### src/rtl/class_vec_sequencer.sv
// class_vec_sequencer: sweeps (class, frame) pairs through an external generator and streams registered vectors; CLASS_SEQ_MASK_EN adds per-class skipping via class_mask.
module class_vec_sequencer #(
  parameter int DIM = 64,
  parameter int NUM_CLASSES = 8,
  parameter int NUM_FRAMES = 3,
  parameter int ID_W = 3,
  parameter int IDX_W = 2
) (
  input  logic                   clk,
  input  logic                   rst_n,
  input  logic                   start,
  input  logic                   abort,
  output logic [ID_W-1:0]        frame_id,
  output logic [IDX_W-1:0]       frame_index,
  input  logic [DIM-1:0]         gen_vec,
`ifdef CLASS_SEQ_MASK_EN
  input  logic [NUM_CLASSES-1:0] class_mask,
`endif
  output logic [DIM-1:0]         out_vec,
  output logic                   out_valid,
  input  logic                   out_ready,
  output logic [ID_W-1:0]        out_id,
  output logic [IDX_W-1:0]       out_idx,
  output logic                   out_last,
  output logic                   busy,
  output logic                   done
);
  typedef enum logic [1:0] {IDLE, FETCH, SEND, DONE} state_t;
  state_t state_q, state_d;
  logic [ID_W-1:0] id_q, id_d, out_id_q, out_id_d, first_id, next_id, last_id;
  logic [IDX_W-1:0] idx_q, idx_d, out_idx_q, out_idx_d;
  logic [DIM-1:0] out_vec_q, out_vec_d;
  logic out_last_q, out_last_d, at_end;
  logic [NUM_CLASSES-1:0] mask, start_mask;
`ifdef CLASS_SEQ_MASK_EN
  logic [NUM_CLASSES-1:0] mask_q, mask_d;
  assign start_mask = class_mask;
  assign mask = mask_q;
  assign mask_d = (state_q == IDLE && start) ? class_mask : mask_q;
`else
  assign start_mask = '1;
  assign mask = '1;
`endif
  assign at_end = idx_q == IDX_W'(NUM_FRAMES - 1);
  // lowest enabled class overall / above id_q, highest enabled class
  always_comb begin
    first_id = '0;
    next_id = id_q;
    last_id = '0;
    for (int c = NUM_CLASSES - 1; c >= 0; c--) begin
      if (start_mask[c]) first_id = ID_W'(c);
      if (mask[c] && ID_W'(c) > id_q) next_id = ID_W'(c);
    end
    for (int c = 0; c < NUM_CLASSES; c++)
      if (mask[c]) last_id = ID_W'(c);
  end
  always_comb begin
    state_d = state_q;
    id_d = id_q;
    idx_d = idx_q;
    out_vec_d = out_vec_q;
    out_id_d = out_id_q;
    out_idx_d = out_idx_q;
    out_last_d = out_last_q;
    case (state_q)
      IDLE: if (start) begin
        state_d = |start_mask ? FETCH : DONE;
        id_d = first_id;
        idx_d = '0;
      end
      FETCH: if (abort) state_d = DONE;
      else begin
        state_d = SEND;
        out_vec_d = gen_vec;
        out_id_d = id_q;
        out_idx_d = idx_q;
        out_last_d = at_end && id_q == last_id;
      end
      SEND: if (abort) state_d = DONE;
      else if (out_ready) begin
        state_d = out_last_q ? DONE : FETCH;
        idx_d = at_end ? '0 : idx_q + 1'b1;
        id_d = at_end ? next_id : id_q;
      end
      default: begin
        state_d = IDLE;
        id_d = '0;
        idx_d = '0;
      end
    endcase
  end
  always_ff @(posedge clk or negedge rst_n) begin
    if (!rst_n) begin
      state_q <= IDLE;
      id_q <= '0;
      idx_q <= '0;
      out_vec_q <= '0;
      out_id_q <= '0;
      out_idx_q <= '0;
      out_last_q <= 1'b0;
`ifdef CLASS_SEQ_MASK_EN
      mask_q <= '0;
`endif
    end else begin
      state_q <= state_d;
      id_q <= id_d;
      idx_q <= idx_d;
      out_vec_q <= out_vec_d;
      out_id_q <= out_id_d;
      out_idx_q <= out_idx_d;
      out_last_q <= out_last_d;
`ifdef CLASS_SEQ_MASK_EN
      mask_q <= mask_d;
`endif
    end
  end
  assign frame_id = (state_q == FETCH || state_q == SEND) ? id_q : '0;
  assign frame_index = (state_q == FETCH || state_q == SEND) ? idx_q : '0;
  assign out_vec = out_vec_q;
  assign out_id = out_id_q;
  assign out_idx = out_idx_q;
  assign out_last = out_last_q;
  assign out_valid = state_q == SEND;
  assign busy = state_q != IDLE;
  assign done = state_q == DONE;
endmodule
### config.mk
export PLATFORM = sky130hd
export DESIGN_NAME = class_vec_sequencer
export DESIGN_NICKNAME = d
export VERILOG_FILES = /design/src/rtl/class_vec_sequencer.sv
export SDC_FILE = /design/constraint.sdc
export NUM_CORES = 1
export LEC_CHECK = 0
export ABC_CLOCK_PERIOD_IN_PS = 1590
export BUFFER_PORTS_ARGS = -buffer_cell sky130_fd_sc_hd__buf_2
export CAP_MARGIN = 20
export CORE_AREA = 2 2 93 95
export CTS_BUF_LIST = sky130_fd_sc_hd__clkbuf_16
export CTS_CLUSTER_DIAMETER = 120
export CTS_CLUSTER_SIZE = 20
export DETAILED_ROUTE_END_ITERATION = 10
export DIE_AREA = 0 0 95 97
export HOLD_SLACK_MARGIN = 0.15
export PLACE_DENSITY = 0.75
export SYNTH_ARGS = -nofsm -noshare
export SYNTH_HDL_FRONTEND = slang
export SYNTH_SLANG_ARGS = --single-unit
export TNS_END_PERCENT = 1
### constraint.sdc
create_clock -name clk -period 1.59 [get_ports clk]
set_input_delay 0.159 -clock clk [delete_from_list [all_inputs] [get_ports clk]]
set_output_delay 0.159 -clock clk [all_outputs]
set_load 0.01 [all_outputs]
==> results by group <==
Status
  – Result of the run: finished, violations left
  – Violated checks: setup timing

Routing
  – Vias per Instance: 4.63
  – Routed Wire Length: 9.16 mm
  – Routed wire length per instance: 16.8 um
  – Count of unresolved DRC violations after routing: 0
  – DRT antenna net count: 0
  – Detailed Routing Iterations Pass 1: 4
  – Initial DRC Count: 32
  – Total via count in the routed design: 2534

Synth
  – Number of flip-flops and latches in the synthesized netlist: 77
  – Post-synthesis instance area: 3480 um^2
  – Top cell type by total area after synthesis: dfrtp_1
  – Simple-gate portion of the synthesized area: 0.0342
  – Count of unique library cells instantiated by Yosys: 29
  – Top flip-flop cell by instance count after synthesis: dfrtp_1
  – Async set-reset flop share out of synthesis: 1.00
  – Number of synthesized flops with an enable pin: 0
  – Dominant cell by count in the synthesized netlist: dfrtp_1
  – Adder-cell share of the synthesized area: 0.0144
  – Syn_area_per_cell: 17.3 um^2
  – Area share of the largest cell type after synthesis: 0.554
  – Compound-Gate Fraction of Synth Area: 0.0396
  – Synth Area in XOR/XNOR: 0
  – Cells taking the most area after synthesis: dfrtp_1, mux2_4, buf_12, ha_1, and2_1
  – Synthesis warning total: 0
  – Main combinational cell family by area after synthesis: multiplexers
  – Portion of netlist area occupied by mux cells: 0.305
  – Most frequent cells after synthesis: dfrtp_1, mux2_4, buf_12
  – Post-synthesis instance total: 201
  – Post-synthesis sequential area ratio: 0.554
  – Synthesized netlist net count: 274

Power and ir drop
  – Power density relative to cell area: 1840 nW/um^2
  – Worst vdd rail ir drop: 0.000955 V
  – Leak Pwr: 2.74 nW

Place
  – Worst Setup Slack post-DPL: -0.0988 ns
  – HPWL after detailed placement: 5.01 mm
  – Routability congestion estimate from global placement: 0.794
  – I/O Buffers: 146

Worst setup path
  – CP endpoint kind: flop
  – Series of cell instances along the critical path: inv_2 -> ha_4 -> nor2b_4 -> buf_12 -> clkbuf_16 -> mux2_4
  – CP max stage delay: 0.43 ns
  – Crit path arrival time: 1.85 ns
  – Critical Path RT: 1.79 ns
  – FF-to-FF setup slack: -0.06 ns
  – Worst Setup Start Kind: flop
  – Category of the critical setup timing path: flop to flop
  – Slowest library cell on the worst path: dfrtp_1
  – Maximum net fanout on the critical path: 8
  – Depth of the worst register-to-register path: 6

Timing
  – Min cycle time layout: 1.65 ns
  – Worst clock skew: 0.00355 ns
  – Fraction of the cycle the final worst path needs: 1.04
  – Transition at the pin with the smallest max-transition slack: 0.382 ns
  – Number of pins exceeding their max-slew limit in the final report: 0
  – Worst hold-check slack: 0.305 ns
  – RSZ-0062 raised after global routing: yes
  – Total count of hold-check failures in the final report: 0
  – Timing-limited maximum frequency: 0.607 GHz
  – Worst Setup Slack, final: -0.0570 ns
  – Sum Neg Setup Slack: -2.12 ns
  – Max-slew headroom at the worst pin: 0.745
  – Number of setup violations in the final report: 64

Clocking
  – Clock insertion delay at the later pin of the skew report: 0.32 ns
  – CTS sink count: 77
  – Number of buffers added by the clock tree synthesis step: 9
  – Bufs on Longest Clock Path: 2
  – CTS clock-pin slew for the worst setup and hold paths: 0.06 ns
  – Cell chosen for the clock root: clkbuf_16
  – H-tree depth: 3
  – CTS tree: done

Floorplanning
  – Die width: 95 um
  – Starting density of the core: 0.428
  – Top Ports: 147
  – Core region area: 8130 um^2
  – Height of the chip: 97 um
  – Row count: 33
  – Die ar.: 9220 um^2

GRT
  – First-pass GRT wire length: 13.2 mm
  – Largest net degree at the start of global routing: 39
  – Global-route usage over all layers: 0.186
  – Number of antenna violations at the first check in global routing: 0
  – Via count of the first global-routing pass: 2637
  – Global route overflow: 0

Finish
  – Layout Utilization: 0.683
  – Layout Area Growth over Synthesis: 59.7%
  – Fraction of layout instances using a drive strength above 1: 0.615
  – Antenna cells: 0
  – Number of filler cells placed in the layout: 538
  – Final net count: 510

Worst hold path
  – HP Class: input port to async pin

Job
  – Max-cap viol count: 0
[report_power, final]
part / internal (mW) / switching, mW / total [mW]
Sequential: 2.88 / 0.569 / 3.45
Combinational: 2.92 / 1.97 / 4.89
Clock: 1.06 / 0.798 / 1.86
[area by class of cell]
class | count | area (um^2) | share of cell area
sequential | 77 | 1930 | 0.347
clock inverter | 7 | 51.3 | 0.00923
tap | 105 | 131 | 0.0236
inverter | 5 | 18.8 | 0.00338
timing repair buffer | 234 | 1720 | 0.310
multi-input combinational | 110 | 1480 | 0.267
clock buffer | 9 | 225 | 0.0405
[stage by stage]
stage / instance area (um^2) / total power, mW / cells
final: 5560 / 10.2 / 547
after global routing: 5560 / 10.8 / 547
after CTS: 5240 / 9.65 / 536
after detailed placement: 4310 / 7.58 / 455
after global placement: 4310 / 7.47 / 455
after floorplan: 3480 / 6.23 / 201
[cell families after synthesis]
| group | after synthesis |
|---|---|
| AOI/OAI and AO/OA | 17 |
| adders and majority gates | 4 |
| buffers and inverters | 14 |
| DFF | 77 |
| muxes | 72 |
| and+or+nand+nor | 17 |
[critical path: cells and delay by family, from the launching register on]
kind | cells | cell delay (ns)
flip-flops | 1 | 0.43
adder cells (fa/ha/maj) | 1 | 0.14
AND/OR/NAND/NOR | 1 | 0.17
buffers and inverters | 3 | 0.47
multiplexers | 1 | 0.30
[registers in the layout, indices dropped and copies added, names as in the netlist]
register and flops:
out_vec 64, id_q 3, out_id 3, idx_q 2
out_idx 2, state_q 2, out_last 1
[worst paths after layout]
| kind | from | end |
|---|---|---|
| setup / recovery | state_q[1] | out_vec[30] |
| hold / removal | rst_n | out_vec[57] |
| setup reg to reg | state_q[1] | out_vec[30] |
| hold reg to reg | out_vec[55] | out_vec[55] |
| max in group asynchronous | rst_n | out_idx[0] |
| min in group clk | abort | state_q[0] |
[per-layer routing]
metal / GRT usage / wire length [um] / vias up
li1: - / - / 1188
met1: 0.228 / 3940 / 1249
met2: 0.324 / 4690 / 88
met3: 0.0467 / 447 / 9
met4: 0.0457 / 87 / 0
met5: 0 / 0 / -
[cell usage in the layout (no fill, tap or decap), types with 2 or more instances in the layout]
cell	instances
buf_2	145
dfrtp_1	77
mux2_4	68
dlygate4sd3_1	65
clkbuf_16	14
buf_4	13
and2_1	6
inv_1	3
nand2b_1	3
a2111oi_4	3
mux2_2	3
ha_4	3
inv_2	2
o21ai_0	2
o21ai_1	2
nor2_1	2
clkinvlp_4	2
clkinv_4	2
clkinv_2	2
buf_16	2
buf_12	2
[what timing repair did]
item / 4_1_cts / 5_1_grt
setup buffers: 0 / 4
hold endpoints to repair: 141 / 0
cloned: 0 / 7
gates resized for setup: 5 / 19
hold buffers: 65 / 0
setup endpoints to repair: 79 / 81
pin swaps: 1 / 1
Note: power is estimated with default switching activity, not from simulation.
